## src/rtl/fetch_pkg.sv

```systemverilog
// Shared fetch-path types: the {pc,instr} pair buffered for decode and the canonical NOP.
package fetch_pkg;

    typedef struct packed {
        logic [31:0] pc;
        logic [31:0] instr;
    } fetch_entry_t;

    localparam logic [31:0] RV_NOP = 32'h0000_0013;

endpackage

```

## src/rtl/sync_fifo.sv

```systemverilog
// Single-clock FIFO with synchronous clear, occupancy count and a look-ahead head output.
module sync_fifo #(
    parameter int WIDTH = 32,
    parameter int DEPTH = 4
) (
    input  logic                         clk,
    input  logic                         reset,
    input  logic                         clear,
    input  logic                         push,
    input  logic [WIDTH-1:0]             push_data,
    input  logic                         pop,
    output logic [WIDTH-1:0]             head,
    output logic [$clog2(DEPTH+1)-1:0]   count
);
    localparam int AW = (DEPTH > 1) ? $clog2(DEPTH) : 1;
    localparam int CW = $clog2(DEPTH + 1);

    logic [WIDTH-1:0] mem [DEPTH];
    logic [AW-1:0]    wr_ptr;
    logic [AW-1:0]    rd_ptr;
    logic             do_push;
    logic             do_pop;

    function automatic logic [AW-1:0] next_ptr(input logic [AW-1:0] p);
        return (p == AW'(DEPTH - 1)) ? '0 : p + 1'b1;
    endfunction

    assign do_pop  = pop && (count != '0);
    assign do_push = push && ((count != CW'(DEPTH)) || do_pop);
    assign head    = mem[rd_ptr];

    always_ff @(posedge clk) begin
        if (reset || clear) begin
            wr_ptr <= '0;
            rd_ptr <= '0;
            count  <= '0;
        end else begin
            if (do_push) wr_ptr <= next_ptr(wr_ptr);
            if (do_pop)  rd_ptr <= next_ptr(rd_ptr);
            count <= count + CW'(do_push) - CW'(do_pop);
        end
    end

    always_ff @(posedge clk) begin
        if (do_push && !clear) mem[wr_ptr] <= push_data;
    end

endmodule

```

## src/rtl/instr_prefetch_buffer.sv

```systemverilog
// Fetch front end: in-order word fetches to a variable-latency imem, {pc,instr} buffering
// for decode, and redirect handling that flushes the buffer and drops stale responses.
module instr_prefetch_buffer
    import fetch_pkg::*;
#(
    parameter logic [31:0] RESET_PC  = 32'h0000_0000,
    parameter int          DEPTH     = 4,
    parameter int          MAX_OUTST = 2
) (
    input  logic        clk,
    input  logic        reset,
    input  logic [31:0] force_pc,
    input  logic        take_force_pc,
    output logic        imem_req_valid,
    input  logic        imem_req_ready,
    output logic [31:0] imem_req_addr,
    input  logic        imem_resp_valid,
    input  logic [31:0] imem_resp_data,
    output logic        instr_valid,
    input  logic        instr_ready,
    output logic [31:0] pc,
    output logic [31:0] instr
);
    localparam int CW = $clog2(DEPTH + 1);
    localparam int OW = $clog2(MAX_OUTST + 1);

    logic [31:0]  fetch_pc;
    logic [OW-1:0] outst;
    logic [OW-1:0] discard;
    logic [CW-1:0] count;
    logic [OW-1:0] tag_count;
    logic [31:0]  tag_head;
    logic [31:0]  occupancy;
    logic         req_fire;
    logic         resp_fire;
    logic         entry_push;
    fetch_entry_t entry_in;
    fetch_entry_t entry_head;

    assign occupancy      = 32'(count) + 32'(outst);
    assign imem_req_valid = !reset && !take_force_pc && (outst < OW'(MAX_OUTST))
                            && (occupancy < 32'(DEPTH));
    assign imem_req_addr  = fetch_pc;
    assign req_fire       = imem_req_valid && imem_req_ready;
    assign resp_fire      = imem_resp_valid;

    assign entry_push     = resp_fire && (discard == '0) && !take_force_pc && !reset;
    assign entry_in.pc    = tag_head;
    assign entry_in.instr = imem_resp_data;

    always_ff @(posedge clk) begin
        if (reset) begin
            fetch_pc <= RESET_PC;
            outst    <= '0;
            discard  <= '0;
        end else if (take_force_pc) begin
            // Everything still in flight after this cycle belongs to the abandoned stream.
            fetch_pc <= force_pc;
            outst    <= outst - OW'(resp_fire);
            discard  <= outst - OW'(resp_fire);
        end else begin
            if (req_fire) fetch_pc <= fetch_pc + 32'd4;
            outst <= outst + OW'(req_fire) - OW'(resp_fire);
            if (resp_fire && (discard != '0)) discard <= discard - 1'b1;
        end
    end

    sync_fifo #(.WIDTH($bits(fetch_entry_t)), .DEPTH(DEPTH)) u_entry_fifo (
        .clk       (clk),
        .reset     (reset),
        .clear     (take_force_pc),
        .push      (entry_push),
        .push_data (entry_in),
        .pop       (instr_valid && instr_ready),
        .head      (entry_head),
        .count     (count)
    );

    // Tags survive redirects so stale responses still retire their own PC.
    sync_fifo #(.WIDTH(32), .DEPTH(MAX_OUTST)) u_tag_fifo (
        .clk       (clk),
        .reset     (reset),
        .clear     (1'b0),
        .push      (req_fire),
        .push_data (fetch_pc),
        .pop       (resp_fire),
        .head      (tag_head),
        .count     (tag_count)
    );

    assign instr_valid = (count != '0);
    assign pc          = instr_valid ? entry_head.pc : 32'h0;
    assign instr       = instr_valid ? entry_head.instr : RV_NOP;

    assert property (@(posedge clk) disable iff (reset) outst <= OW'(MAX_OUTST));
    assert property (@(posedge clk) disable iff (reset) occupancy <= 32'(DEPTH));
    assert property (@(posedge clk) disable iff (reset) discard <= outst);
    assert property (@(posedge clk) disable iff (reset) !(imem_resp_valid && (outst == '0)));
    assert property (@(posedge clk) disable iff (reset) tag_count == outst);

endmodule

```

## config.mk

```make
export PLATFORM = sky130hd
export DESIGN_NAME = instr_prefetch_buffer
export DESIGN_NICKNAME = d
export VERILOG_FILES = /design/src/rtl/fetch_pkg.sv /design/src/rtl/sync_fifo.sv /design/src/rtl/instr_prefetch_buffer.sv
export SDC_FILE = /design/constraint.sdc
export NUM_CORES = 1
export LEC_CHECK = 0
export BUFFER_PORTS_ARGS = -buffer_cell sky130_fd_sc_hd__buf_4
export CORE_ASPECT_RATIO = 0.9
export CORE_MARGIN = 5
export CORE_UTILIZATION = 58
export DETAILED_ROUTE_END_ITERATION = 10
export PLACE_DENSITY = 0.83
export SETUP_SLACK_MARGIN = 0.02
export SLEW_MARGIN = 15
export SYNTH_ARGS = -nofsm -noshare
export SYNTH_HDL_FRONTEND = slang
export SYNTH_HIERARCHICAL = 1
export SYNTH_SLANG_ARGS = --single-unit
```

## constraint.sdc

```tcl
create_clock -name clk -period 9.45 [get_ports clk]
set_clock_uncertainty 0.05 [all_clocks]
set_input_delay 0.4725 -clock clk [delete_from_list [all_inputs] [get_ports clk]]
set_output_delay 0.4725 -clock clk [all_outputs]
set_load 0.005 [all_outputs]
```

# After elaboration in Yosys (flattened, before gate mapping)
# Memory sizes are Yosys's and may differ from the RTL's. A register that Yosys moved wholly into a read port is not among the register bits.
# Index checks and enable logic that the tools add are counted.
dict set report totals {
  reg_bits 47
  latchBits 0
  ramBits 320
  romBits 0
  out_inout_bits 98
  word_cells 75
  memories 2
}
# memory depth width rd rd_ports_with_merged_regs write_ports line
set mem_list {}
lappend mem_list {u_entry_fifo.mem 4 64 1 1 1 sync_fifo.sv:18} ;# logic [WIDTH-1:0] mem [DEPTH];
lappend mem_list {u_tag_fifo.mem 2 32 1 1 1 sync_fifo.sv:18}
dict set report classes {
  n_addsub 14
  mul 0
  div 0
  magnitude_cmp 2
  eq_ne 4
  shifts 0
  mux 19
  n_bitwise 0
  n_reduce_logical 25
}
# op n
set op_table {}
lappend op_table {{2-to-1 mux 32 bit} 4}
lappend op_table {{adder 32 x 3 -> 32 bit, second input constant} 1}
lappend op_table {{logical AND 1 bit} 14}
lappend op_table {{2-to-1 mux 2 bit} 7}
lappend op_table {{2-to-1 mux 1 bit} 8}
lappend op_table {{nonzero test 2 bit} 4}
lappend op_table {{subtractor 2 x 1 -> 2 bit} 3}
lappend op_table {{adder 2 x 1 -> 2 bit} 2}
lappend op_table {{adder 2 x 1 -> 2 bit, second input constant} 2}
lappend op_table {{adder 3 x 2 -> 4 bit} 1}
lappend op_table {{equality test 2 bit, second input constant} 2}
lappend op_table {{less-than comparator 4 x 3 -> 1 bit, second input constant} 1}
lappend op_table {{adder 3 x 1 -> 3 bit} 1}
lappend op_table {{logical OR 1 bit} 3}
lappend op_table {{inequality test 3 bit, second input constant} 1}
lappend op_table {{nonzero test 3 bit} 1}
lappend op_table {{subtractor 3 x 1 -> 3 bit} 1}
lappend op_table {{adder 1 bit, second input constant} 2}
lappend op_table {{logical NOT 1 bit} 2}
lappend op_table {{logical NOT 2 bit} 1}
lappend op_table {{less-than comparator 2 bit, second input constant} 1}
lappend op_table {{inequality test 2 bit, second input constant} 1}
lappend op_table {{subtractor 2 x 1 -> 2 bit, second input constant} 1}

# Depth between registers and ports, before layout
dict set report depth {
  depth_word 8
  mapped_depth 12
}

# Cells and area by module
# Netlist, hierarchy kept.
# module instances cells_each area_each_um2 seq_area_each_um2
set modules_own_cells {}
lappend modules_own_cells {{sync_fifo at u_entry_fifo} 1 382 9721.8 7867.5}
lappend modules_own_cells {{sync_fifo at u_tag_fifo} 1 124 2680.1 2021.9}
lappend modules_own_cells {instr_prefetch_buffer 1 338 2567.5 720.7}

# Worst setup path before layout
# Ideal clock, no wire load.
dict set report synth_timing {
  path_kind {register -> register}
  start {register u_entry_fifo.count[1]}
  end {memory u_entry_fifo/mem[0][0] in the netlist's numbering, enable pin}
  setup_time_ns 0.579
  t_arrival_ns 5.936
  setup_slack_ns 2.885
  stages_incl_launch_ff 7
  path_buffers 1
  period_less_slack_ns 6.565
  path_cell_list {dfxtp_1 or3_1 clkbuf_1 and2_1 or4b_4 nand2_4 nor3b_1}
}
dict set report synth_between {
  elab_chain_len 8
  word_cells_on_any_way 9
}
# element line
set synth_rtl {}
lappend synth_rtl {{start, declared} sync_fifo.sv:13} ;# output logic [$clog2(DEPTH+1)-1:0] count
lappend synth_rtl {{start signal, assigned} sync_fifo.sv:40} ;# count <= count + CW'(do_push) - CW'(do_pop);
lappend synth_rtl {{nonzero test 3 bit} {sync_fifo.sv:28, instr_prefetch_buffer.sv:91}}
lappend synth_rtl {{logical AND 1 bit} instr_prefetch_buffer.sv:74} ;# .pop (instr_valid && instr_ready),
lappend synth_rtl {{logical AND 1 bit} sync_fifo.sv:28} ;# assign do_pop = pop && (count != '0);
lappend synth_rtl {{logical OR 1 bit (*)} sync_fifo.sv:29} ;# assign do_push = push && ((count != CW'(DEPTH)) || do_pop);
lappend synth_rtl {{logical AND 1 bit (*)} sync_fifo.sv:29}
lappend synth_rtl {{logical AND 1 bit (*)} sync_fifo.sv:45} ;# if (do_push && !clear) mem[wr_ptr] <= push_data;
lappend synth_rtl {{2-to-1 mux 1 bit (*)} sync_fifo.sv:45}
lappend synth_rtl {{2-to-1 mux 1 bit (implied by the code) (*)} sync_fifo.sv:45}
lappend synth_rtl {{end, declared} sync_fifo.sv:18}
# Every way passes the cells marked *; elsewhere a longest branch is shown, timed or not.

# Final worst setup path
dict set report layout_timing {
  start {register u_entry_fifo.count[1]}
  end {memory u_tag_fifo.mem[0][1], enable pin}
}
dict set report layout_between {
  elab_chain_len 7
}
# element line
set layout_rtl {}
lappend layout_rtl {{adder 3 x 2 -> 4 bit} instr_prefetch_buffer.sv:40} ;# assign occupancy = 32'(count) + 32'(outst);
lappend layout_rtl {{less-than comparator 4 x 3 -> 1 bit} instr_prefetch_buffer.sv:42} ;# && (occupancy < 32'(DEPTH));
lappend layout_rtl {{logical AND 1 bit} instr_prefetch_buffer.sv:42}
lappend layout_rtl {{logical AND 1 bit} instr_prefetch_buffer.sv:44} ;# assign req_fire = imem_req_valid && imem_req_ready;
lappend layout_rtl {{logical AND 1 bit} sync_fifo.sv:29}
lappend layout_rtl {{2-to-1 mux 1 bit} sync_fifo.sv:45}
lappend layout_rtl {{2-to-1 mux 1 bit (implied by the code)} sync_fifo.sv:45}
lappend layout_rtl {{end, declared} sync_fifo.sv:18}
# Every way passes these cells.

==> results by stage <==
Die:
- The total area inside the core boundary comes to 25,300 um^2.
- The floorplan step defined a die boundary enclosing 29,100 um^2.
- The chip width is 179 um.
- Once the floorplan was initialized, standard cells occupied 59.1% of the core.
- 168 I/O pins were placed.
- The die height is 162 um.
- The cell row count is 55.

Synthesis:
- For this run, the register share of the synthesized area comes to 70.9%.
- Synthesis produced 844 cells.
- Of the post-synthesis cell area, the dominant cell type holds 64.2%.
- In the synthesized netlist the dominant register cell turns out to be sky130_fd_sc_hd__edfxtp_1.
- The post-synthesis average cell area is 17.7 um^2.
- In the post-synthesis netlist, the biggest area contributors are sky130_fd_sc_hd__edfxtp_1 64%, sky130_fd_sc_hd__mux4_2 9.6%, sky130_fd_sc_hd__dfxtp_1 6.7%, sky130_fd_sc_hd__mux2_4 3.0%, sky130_fd_sc_hd__and2_1 2.8%.
- The flop and latch count out of synthesis is 370.
- The total number of yosys warnings is 6.
- In the synthesized netlist the async set-or-reset flop fraction comes to 0%.
- The mapped netlist covers 15,000 um^2.
- Summed over all instances, the cell type with the most area after synthesis is sky130_fd_sc_hd__edfxtp_1.
- Yosys mapped the design onto 61 distinct sky130hd cell types.
- The number of synthesized flops with an enable pin is 320.

Placement:
- The quantity of I/O buffers inserted on ports is 167.
- The HPWL after detailed placement is 18.3 mm.
- Including well taps, the total number of placed cells is 1,326.
- The congestion estimate from routability-driven global placement came to 0.832.

Route:
- The via count is 8,269.
- The remaining antenna violation count after routing is 0.
- The total wire length is 31.2 mm.
- The mean routed wirelength per cell is 22.4 um.
- The DRC violation count after routing is 0.
- The number of DRC markers in iteration 0 is 619.
- The average via count per standard cell is 5.94.
- Before antenna repair, the detailed router went through 5 iterations.

Timing:
- Of the available clock period, the critical path in the final layout requires 40.0%.
- Based on the critical path, the design can be clocked at up to 265 MHz.
- The setup TNS is 0 ns.
- The worst path in the final design needs a cycle of 3.78 ns, including I/O delays and setup.
- Setup repair after global routing left no endpoint under its margin.
- The hold violation count in the final report is 0.
- At the pin with the least slew margin, the transition time is 1.09 ns.
- Setup violations remaining at the end of the flow were counted as 0.
- The worst slew margin relative to its limit is 27.6%.
- The count of pins over their slew limit is 0.

Clocking:
- TritonCTS created 37 clock buffers.
- The post-cts hold buffer count is 0.
- The number of clock sinks is 370.
- The worst-case clock buffer depth is 3.
- The number of setup buffers added after CTS is 0.
- The H-tree was split into 2 levels.
- Clock latency on the worst-skew pair, taken at its later pin, is 0.51 ns.
- The clock transition at the registers of the reported paths is 0.06 ns.
- The buffer cell driving the clock tree root is sky130_fd_sc_hd__clkbuf_16.
- TritonCTS built the clock tree.
- The number of gates resized after CTS was 0.

Power:
- The power after layout is 3.26 mW.
- Power spread over the standard cell area amounts to 185 nW/um^2.
- The worst-case IR drop observed on VDD is 0.115 mV.
- The analysis attributes to cell leakage a power of 6.08 nW.

Status:
- The run finished with clean final reports.

Setup path:
- The type of origin of the critical path is a register.
- The type of the setup path with the least slack is register to register.
- Walking the worst path, the cells encountered are ha_1 -> a311oi_1 -> nand2_1 -> inv_1 -> o31ai_4 -> nor3_2 -> buf_4.
- The worst setup path is captured at a register.
- The cell with the largest stage delay on the worst path is sky130_fd_sc_hd__nor3_2.
- For the worst setup path, the data arrival time is 3.90 ns.
- Of all nets on the critical path, the largest fanout is 24.
- At the worst endpoint, the required time is 9.57 ns.
- Measured in cells, the most critical reg-to-reg path has a length of 7.
- The largest incremental delay on the critical path is 0.57 ns.

Final layout:
- The repair_antennas step left the layout with diodes totalling 0.
- Once layout is complete, the utilization of the core stands at 69.6%.
- For this run, the post-layout net count is 1,108.
- The synthesis-to-finish area growth is 17.8%.
- After filler insertion, the fill cell instance count of the layout stands at 1,599.
- In the final layout, the share of cells above drive strength 1 is 32.4%.
- After the flow finishes, the layout carries non-filler instances totaling 1,393.

Global routing:
- The wire length of the first global-routing pass is 48.9 mm.
- The overall routing resource usage is 22.0%.
- The remaining global-route overflow is 0.
- The via count of the first global-routing pass came to 8,523.
- The number of antenna violations at the first check in global routing was 1.
- The pin count of the biggest net entering global routing is 67.

Run:
- The count of maximum capacitance violations is 0.

Hold path:
- The cell depth of the worst min-delay path is 1.
- The class of the most critical hold timing path is primary input to register.
## cell usage in the layout (no fill, tap or decap), types with 6 or more instances in the layout
cell type,Yosys,routed
sky130_fd_sc_hd__nand3_1,18,18
sky130_fd_sc_hd__edfxtp_1,320,320
sky130_fd_sc_hd__nand2_1,40,40
sky130_fd_sc_hd__clkbuf_16,0,38
sky130_fd_sc_hd__xnor2_1,12,12
sky130_fd_sc_hd__o21ai_0,7,7
sky130_fd_sc_hd__nor2_1,27,27
sky130_fd_sc_hd__a31oi_1,12,12
sky130_fd_sc_hd__inv_1,13,13
sky130_fd_sc_hd__mux2_4,30,30
sky130_fd_sc_hd__conb_1,1,7
sky130_fd_sc_hd__mux2i_1,7,7
sky130_fd_sc_hd__nor4_1,7,7
sky130_fd_sc_hd__a21oi_1,14,14
sky130_fd_sc_hd__dfxtp_1,50,47
sky130_fd_sc_hd__buf_4,1,175
sky130_fd_sc_hd__nor3_1,7,6
sky130_fd_sc_hd__and2_1,67,67
sky130_fd_sc_hd__clkinv_1,0,7
sky130_fd_sc_hd__clkbuf_1,19,14
sky130_fd_sc_hd__ha_1,14,14
sky130_fd_sc_hd__mux4_2,64,64
sky130_fd_sc_hd__nand4_1,10,10
sky130_fd_sc_hd__a211oi_1,7,7
## cell families (layout without fill, tap and decap cells)
family | count (synthesis) | count (layout) | share of synthesized area [%]
xor+xnor | 18 | 18 | 1.10
flops | 370 | 370 | 70.9
fa+ha+maj | 15 | 15 | 1.30
mux | 103 | 103 | 13.3
compound gates | 66 | 66 | 3.15
other cells | 1 | 7 | 0.0251
simple gates | 216 | 216 | 8.30
buf+inv | 55 | 256 | 1.98
## synth_stat cells, drive strengths merged, types with 6 or more instances
cell type and number:
edfxtp 320, and2 67, mux4 64, dfxtp 50, nand2 41, mux2 32, nor2 27, buf 22
clkbuf 19, nand3 19, a21oi 14, ha 14, inv 14, a31oi 12, xnor2 12, nand4 10
nor4 9, a211oi 7, mux2i 7, nor3 7, o21ai 7, xor2 6
## worst paths after layout
| path | endpoint | from | slack, ns |
|---|---|---|---|
| setup reg to reg | u_tag_fifo/mem[0][1] | u_entry_fifo/count[1] | 5.67 |
| hold / removal | u_entry_fifo/mem[0][11] | imem_resp_data[11] | 0.11 |
| hold reg to reg | u_tag_fifo/wr_ptr | u_tag_fifo/wr_ptr | 0.47 |
| setup / recovery | u_tag_fifo/mem[0][1] | u_entry_fifo/count[1] | 5.67 |
## layout make-up
type / instances / area (um^2) / area share (%)
inverter: 14 / 52.6 / 0.298
timing repair buffer: 175 / 1310 / 7.45
sequential: 370 / 10600 / 60.2
multi-input combinational: 425 / 4120 / 23.3
clock inverter: 14 / 83.8 / 0.475
tap: 342 / 428 / 2.43
clock buffer: 53 / 1020 / 5.77
## report_power, final
part / internal, mW / leakage [nW] / total [mW] / switching, mW
clock network: 0.753 / 0.536 / 1.32 / 0.564
logic: 0.0648 / 2.25 / 0.130 / 0.0653
registers: 1.79 / 3.29 / 1.82 / 0.0272
## worst max-delay path: cells and delay by family, from the launching register on
family	cells	cell delay [ns]
AND/OR/NAND/NOR	2	1.04
buffers and inverters	2	1.01
AO/OA/AOI/OAI	2	0.53
flip-flops	1	0.49
adder cells (fa/ha/maj)	1	0.31
## per-stage QoR
step           hold WS (ns)  worst slack, ns  instance area [um^2]
6_report              0.112             5.67                 17600
3_3_place_gp          0.442             5.68                 16500
5_1_grt              0.0938             5.36                 17600
2_1_floorplan         0.406             2.89                 15000
3_5_place_dp          0.457             5.57                 16500
4_1_cts              0.0905             5.66                 17600
## sequential cells by signal (all words and copies together), names as in the netlist, named ones only
register,count
outst,2
imem_req_addr,32
u_tag_fifo/count,2
u_tag_fifo/rd_ptr,1
u_entry_fifo/mem,256
u_entry_fifo/rd_ptr,2
u_entry_fifo/wr_ptr,2
discard,2
u_tag_fifo/wr_ptr,1
u_tag_fifo/mem,64
u_entry_fifo/count,3
## layer usage
layer / up-vias / GRT usage [%] / part of all wire (%)
li1: 3689 / - / -
met1: 4095 / 32.1 / 41
met2: 437 / 35.5 / 48
met3: 46 / 3.83 / 8.6
met4: 2 / 5.12 / 1.8
met5: - / 0 / 0.045
Power figures use the tool's default switching activity.
